<file path="src/rtl/iter_colour_mapper.sv">
// Iteration-count to RGB colour mapper with raster framing (sof/eol) and frame counting.
// Two registered valid/ready stages; full throughput under a continuously ready sink.
module iter_colour_mapper #(
  parameter int unsigned WIDTH    = 640,
  parameter int unsigned HEIGHT   = 480,
  parameter int unsigned ITER_W   = 16,
  parameter int unsigned MAX_ITER = 255
) (
  input  logic              aclk,
  input  logic              aresetn,
  input  logic [ITER_W-1:0] in_iter,
  input  logic              in_first,
  input  logic              in_valid,
  output logic              in_ready,
  output logic [7:0]        r,
  output logic [7:0]        g,
  output logic [7:0]        b,
  output logic              sof,
  output logic              eol,
  output logic              valid,
  input  logic              ready,
  output logic              frame_done,
  output logic [15:0]       frame_cnt
);

  localparam int unsigned XW = (WIDTH > 1) ? $clog2(WIDTH) : 1;
  localparam int unsigned YW = (HEIGHT > 1) ? $clog2(HEIGHT) : 1;
  localparam logic [XW-1:0] XLast = XW'(WIDTH - 1);
  localparam logic [YW-1:0] YLast = YW'(HEIGHT - 1);

  // Raster position of the next pixel to be accepted
  logic [XW-1:0] x_q, x_d, tag_x;
  logic [YW-1:0] y_q, y_d, tag_y;

  // Stage 1: raw iteration count plus framing flags
  logic              s1_valid_q, s1_valid_d;
  logic [ITER_W-1:0] s1_iter_q;
  logic              s1_sof_q, s1_eol_q, s1_last_q;

  // Stage 2: mapped colour and flags, drives the outputs
  logic              s2_valid_q, s2_valid_d;
  logic [7:0]        r_q, g_q, b_q;
  logic              sof_q, eol_q, last_q;
  logic [7:0]        r_d, g_d, b_d;

  logic [15:0]       frame_cnt_q;

  logic accept;
  logic consume;
  logic s2_load;
  logic in_set;
  logic [7:0] c;

  assign consume  = s2_valid_q & ready & aresetn;
  assign s2_load  = s1_valid_q & (~s2_valid_q | ready);
  assign in_ready = aresetn & (~s1_valid_q | s2_load);
  assign accept   = in_valid & in_ready;

  // in_first retags the pixel as the frame origin; counters continue from there
  always_comb begin
    tag_x = in_first ? '0 : x_q;
    tag_y = in_first ? '0 : y_q;
    x_d   = x_q;
    y_d   = y_q;
    if (accept) begin
      if (tag_x == XLast) begin
        x_d = '0;
        y_d = (tag_y == YLast) ? '0 : tag_y + 1'b1;
      end else begin
        x_d = tag_x + 1'b1;
        y_d = tag_y;
      end
    end
  end

  always_comb begin
    s1_valid_d = s1_valid_q;
    if (accept) begin
      s1_valid_d = 1'b1;
    end else if (s2_load) begin
      s1_valid_d = 1'b0;
    end
  end

  always_comb begin
    s2_valid_d = s2_valid_q;
    if (s2_load) begin
      s2_valid_d = 1'b1;
    end else if (consume) begin
      s2_valid_d = 1'b0;
    end
  end

  // Counts at or beyond the limit are inside the set and render black
  assign in_set = (32'(s1_iter_q) >= MAX_ITER);
  assign c      = s1_iter_q[7:0];

  always_comb begin
    r_d = '0;
    g_d = '0;
    b_d = '0;
    if (!in_set) begin
      r_d = c;
      g_d = {c[6:0], 1'b0};
      b_d = ~c;
    end
  end

  always_ff @(posedge aclk) begin
    if (!aresetn) begin
      x_q        <= '0;
      y_q        <= '0;
      s1_valid_q <= 1'b0;
      s1_iter_q  <= '0;
      s1_sof_q   <= 1'b0;
      s1_eol_q   <= 1'b0;
      s1_last_q  <= 1'b0;
    end else begin
      x_q        <= x_d;
      y_q        <= y_d;
      s1_valid_q <= s1_valid_d;
      if (accept) begin
        s1_iter_q <= in_iter;
        s1_sof_q  <= (tag_x == '0) && (tag_y == '0);
        s1_eol_q  <= (tag_x == XLast);
        s1_last_q <= (tag_x == XLast) && (tag_y == YLast);
      end
    end
  end

  always_ff @(posedge aclk) begin
    if (!aresetn) begin
      s2_valid_q <= 1'b0;
      r_q        <= '0;
      g_q        <= '0;
      b_q        <= '0;
      sof_q      <= 1'b0;
      eol_q      <= 1'b0;
      last_q     <= 1'b0;
    end else begin
      s2_valid_q <= s2_valid_d;
      if (s2_load) begin
        r_q    <= r_d;
        g_q    <= g_d;
        b_q    <= b_d;
        sof_q  <= s1_sof_q;
        eol_q  <= s1_eol_q;
        last_q <= s1_last_q;
      end
    end
  end

  assign frame_done = consume & last_q;

  always_ff @(posedge aclk) begin
    if (!aresetn) begin
      frame_cnt_q <= '0;
    end else if (frame_done) begin
      frame_cnt_q <= frame_cnt_q + 16'd1;
    end
  end

  assign r         = r_q;
  assign g         = g_q;
  assign b         = b_q;
  assign sof       = sof_q;
  assign eol       = eol_q;
  assign valid     = s2_valid_q;
  assign frame_cnt = frame_cnt_q;

endmodule

</file>
<file path="config.mk">
export PLATFORM = sky130hd
export DESIGN_NAME = iter_colour_mapper
export DESIGN_NICKNAME = d
export VERILOG_FILES = /design/src/rtl/iter_colour_mapper.sv
export SDC_FILE = /design/constraint.sdc
export NUM_CORES = 1
export LEC_CHECK = 0
export CAP_MARGIN = 20
export CORE_MARGIN = 4
export CORE_UTILIZATION = 50
export DETAILED_ROUTE_END_ITERATION = 7
export PLACE_DENSITY_LB_ADDON = 0.25
export SLEW_MARGIN = 20
export SYNTH_ARGS = -nofsm -noshare
export SYNTH_HDL_FRONTEND = slang
export SYNTH_SLANG_ARGS = --single-unit
</file>
<file path="constraint.sdc">
create_clock -name aclk -period 2.65 [get_ports aclk]
set_input_delay 0.265 -clock aclk [delete_from_list [all_inputs] [get_ports aclk]]
set_output_delay 0.265 -clock aclk [all_outputs]
set_load 0.05 [all_outputs]
</file>
Word level (Yosys, flattened, before mapping)

Index checks and enable logic that the tools add are counted.

Register bits: 83
Input port bits: 21
Output and inout port bits: 45
Word-level logic and storage cells: 50

Add/sub/neg operators: 3
Order comparisons: 1
Eq/ne operators: 2
Mux-type cells: 12
Bitwise logic cells: 11
Reduce and logical (&&, ||, !) cells: 6

Operators by type and width:

| cell                                                  | count |
|---|---|
| 2-to-1 mux 9 bit                                      | 3 |
| 2-to-1 mux 8 bit                                      | 3 |
| 2-to-1 mux 10 bit                                     | 2 |
| adder 16 x 1 -> 16 bit (second input constant)        | 1 |
| >= comparator 16 x 8 -> 1 bit (second input constant) | 1 |
| adder 10 x 1 -> 10 bit (second input constant)        | 1 |
| == test 10 bit (second input constant)                | 1 |
| logical NOT 10 bit                                    | 1 |
| adder 9 x 1 -> 9 bit (second input constant)          | 1 |
| == test 9 bit (second input constant)                 | 1 |
| logical NOT 9 bit                                     | 1 |
| NOT 8 bit                                             | 1 |
| AND 1 bit                                             | 6 |
| 2-to-1 mux 1 bit                                      | 4 |
| nonzero test 2 bit                                    | 2 |
| logical AND 1 bit                                     | 2 |
| NOT 1 bit                                             | 2 |
| OR 1 bit                                              | 2 |

Logic depth before layout (Yosys ltp)

Depth in word-level cells: 7
Mapped depth: 11
Mapped depth without buffers: 8

Worst setup path after synthesis

Ideal clock, no wire load.

Kind: input port to flip-flop
Start point: in in_first
End point: reg y_q[4]
Library setup time: 70 ps
Arrival time: 2,083 ps
Data required time: 2,580 ps
Setup slack: 497 ps
Stages: 10
Cell sequence: clkbuf_1 clkbuf_1 nor2b_1 ha_1 nand3_1 nor4bb_1 buf_2 nand2_1 or3_1 a21boi_1

Cells in the longest elaborated chain, start to end: 4
Elaborated cells between the ends (all ways): 7

Ends and longest elaborated chain:

| element                                                      | RTL line | source |
|---|---|---|
| start: declaration                                           | 12       | `input logic in_first,` |
| 2-to-1 mux 9 bit                                             | 62       | `tag_y = in_first ? '0 : y_q;` |
| adder 9 x 1 -> 9 bit / == test 9 bit (equally long branches) | 68       | `y_d = (tag_y == YLast) ? '0 : tag_y + 1'b1;` |
| 2-to-1 mux 9 bit                                             | 68       |  |
| 2-to-1 mux 9 bit (*)                                         | 66       | `if (tag_x == XLast) begin` |
| end signal: assignment                                       | 120      | `y_q <= y_d;` |
| end: declaration                                             | 33       | `logic [YW-1:0] y_q, y_d, tag_y;` |

Mark *: on every way between the ends. The rest lies on a longest branch, timed or not.
A chain may end at the register's enable or synchronous reset.

Worst setup path after layout

Start point: reg s1_valid_q
End point: out in_ready

Cells in the longest elaborated chain, start to end: 3
Elaborated cells between the ends (all ways): 4

Ends and longest elaborated chain:

| element                                       | RTL line | source |
|---|---|---|
| start: declaration                            | 36       | `logic s1_valid_q, s1_valid_d;` |
| start signal: assignment                      | 121      | `s1_valid_q <= s1_valid_d;` |
| AND 1 bit / NOT 1 bit (equally long branches) | 55, 56   |  |
| OR 1 bit (*)                                  | 56       | `assign in_ready = aresetn & (~s1_valid_q \| s2_load);` |
| AND 1 bit (*)                                 | 56       |  |
| end: declaration                              | 14       | `output logic in_ready,` |

Marked as above.

==> impl_metrics.json <==
{
  "wl_per_cell_um": 14.1,
  "htreeDepth": 3,
  "firstDrtPassIters": 4,
  "core.rowCount": 29,
  "setup_tns_ns": 0,
  "async_flop_share": 0,
  "start_kind": "flop",
  "synth_xor_area_frac": 0.0386,
  "worstMarginPinSlew_ns": 0.621,
  "synth_top_family_by_area": "simple AND/OR/NAND/NOR gates",
  "layout_common_cells": "dfxtp_1, nand2_1, clkdlybuf4s50_1",
  "startpoint": "s1_valid_q",
  "period_needed_ns": 2.24,
  "crit_end": "in_ready",
  "antenna_found_initial": 0,
  "cts_resized": 0,
  "ys_seq_area_frac": 0.441,
  "path_class": "reg -> out",
  "power_mw": 2.38,
  "regArea_sq_um": 1500,
  "cts-hold-fix-buffers": 0,
  "rsz0062_at_grt": "false",
  "n_antenna_cell": 0,
  "swShare": 0.253,
  "dr_total_vias": 2989,
  "max_freq_mhz": 447,
  "power.density_nw_per_um2": 559,
  "ir_drop_v": 0.000277,
  "fin_crit_sh": 0.844,
  "synth-main-ff-cell": "dfxtp_1",
  "path_max_fanout": 7,
  "drt_iter0_drc": 121,
  "multi_input_area_sq_um": 1710,
  "start_util": 0.524,
  "finalSetupViolCount": 0,
  "ys_types": 45,
  "r2r_end": "y_q[3]",
  "clk_path_buf_depth": 2,
  "die_y_um": 90.5,
  "endpoint_kind": "output port",
  "ios": 66,
  "synth_edf_count": 0,
  "synthMuxAreaShare": 0,
  "syn_inst": 407,
  "clock-sinks": 75,
  "grt_overflow": 0,
  "die_area_sq_um": 8190,
  "nets": 482,
  "synth_fa_ha_area_frac": 0.0147,
  "avgSynthCellArea_sq_um": 8.36,
  "power_switching_mw": 0.602,
  "r2r-start": "x_q[1]",
  "dp_hpwl_um": 5360,
  "wl_um": 7590,
  "reg2reg_depth": 8,
  "hold_depth": 3,
  "synth_compound_area_frac": 0.117,
  "skew_ns": 0.0134,
  "drive_above_1_share": 0.0693,
  "core_area_sq_um": 6490,
  "max_slew_margin": 0.582,
  "nFillCells": 539,
  "grtUsageTotal": 0.195,
  "grt_pass1_wl_um": 13200,
  "worst_ep_arrival_time_ns": 1.97,
  "clock_tree.root_cell": "clkbuf_8",
  "portBuffers": 64,
  "finalMaxSlewViolations": 0,
  "ant_nets": 0,
  "cp.required_ns": 2.38,
  "numCtsBuffers": 9,
  "grt_max_degree": 56,
  "syn_area_sq_um": 3400,
  "path_clk_slew_ns": 0.08,
  "seqPwrFrac": 0.496,
  "p_int_mw": 1.78,
  "clock_latency_ns": 0.36,
  "post-cts-setup-buffers": 0,
  "drc_errors": 0,
  "syn-num-nets": 432,
  "area_growth_pct": 25.0,
  "yosysWarnings": 0,
  "grt_pass1_vias": 2871,
  "layout_commonest_cell": "dfxtp_1",
  "r2r_setup_slack_ns": 0.55,
  "outcome": "complete, no violations",
  "dieWidth_um": 90.5,
  "place.gp.congestion": 0.837,
  "synth-seq-cells": 75,
  "tritoncts": "yes",
  "clkPwrFrac": 0.418,
  "comb_power_share": 0.087,
  "hold_viol": 0,
  "leakagePower_nw": 1.63,
  "cap_violations": 0,
  "vias_per_cell": 5.55,
  "synthSimpleGateAreaFrac": 0.330,
  "hold_path.class": "in -> reg"
}
## worst min-delay path by stage
stage	start	to	slack, ns
2_1_floorplan	in_iter[11]	s1_iter_q[11]	0.37
3_3_place_gp	s1_sof_q	s1_sof_q	0.43
3_5_place_dp	s1_sof_q	s1_sof_q	0.44
4_1_cts	aresetn	y_q[1]	0.28
5_1_grt	aresetn	last_q	0.32
6_report	aresetn	y_q[1]	0.30
## logic make-up after synthesis
| family | Yosys count |
|---|---|
| AOI/OAI and AO/OA | 63 |
| xor gates and xnor gates | 15 |
| adders and majority gates | 4 |
| buffers and inverters | 40 |
| DFF | 75 |
| other | 1 |
| and+or+nand+nor | 209 |
## critical path: stages (launching register included)
cell	delay (ns)
dfxtp_1	0.44
nand3b_1	0.25
and2_1	0.24
clkdlybuf4s50_1	0.69
## through the flow
step / utilization / cell area, sq um / hold WS, ns / instances / worst slack (ns)
final: 0.655 / 4250 / 0.300 / 539 / 0.414
after global routing: 0.655 / 4250 / 0.318 / 539 / 0.284
after CTS: 0.655 / 4250 / 0.281 / 539 / 0.369
after detailed placement: 0.620 / 4030 / 0.438 / 523 / 0.139
after global placement: 0.620 / 4030 / 0.432 / 523 / 0.258
after floorplan: - / 3400 / 0.371 / 407 / 0.497
## Yosys cell counts, types with 2 or more instances
cell,instances,area (sq um)
a21boi_0,2,15.0
a21boi_1,6,45.0
a21oi_1,5,25.0
a22oi_1,8,60.1
a31oi_1,2,12.5
a32o_1,2,20.0
and2_1,23,144
and3_1,9,56.3
and3b_1,2,17.5
and4_1,5,43.8
buf_2,5,25.0
buf_4,8,60.1
clkbuf_1,18,67.6
dfxtp_1,75,1500
ha_1,4,50.1
inv_1,7,26.3
nand2_1,68,255
nand2b_1,6,37.5
nand3_1,38,190
nand3b_1,4,30.0
nand4_1,8,50.1
nand4b_1,2,17.5
nor2_1,8,30.0
nor2b_1,16,100
nor3_1,7,35.0
nor4_1,6,37.5
o211ai_1,4,30.0
o21ai_0,3,15.0
o21ai_1,25,125
o31ai_1,2,15.0
or4_4,2,22.5
xnor2_1,13,114
xor2_1,2,17.5
## power groups by stage
stage               clock [mW]  combinational, mW  sequential, mW
finish                   0.993              0.206            1.18
global route              1.07              0.226            1.18
CTS                       1.02              0.208            1.18
detailed placement           0              0.208            1.21
global placement             0              0.204            1.20
floorplan                    0              0.110            1.23
## routing by layer
layer	vias up	part of all wire	routed length (um)	global-route usage
met4	0	0.026	197	0.102
met5	-	0	0	0
li1	1504	-	-	-
met1	1380	0.44	3300	0.224
met2	87	0.48	3680	0.331
met3	18	0.054	412	0.0492
## state kept, by name, indices dropped and copies added (netlist names), 8 cells and up
signal	flops
b	8
frame_cnt	16
r	8
s1_iter_q	16
x_q	10
y_q	9
## area by class of cell
type	count	share of cell area
multi-input combinational	292	0.403
sequential	75	0.353
clock buffer	9	0.0291
inverter	8	0.00706
clock inverter	7	0.0238
tap	77	0.0227
timing repair buffer	71	0.161
Note: power is estimated with default switching activity, not from simulation.
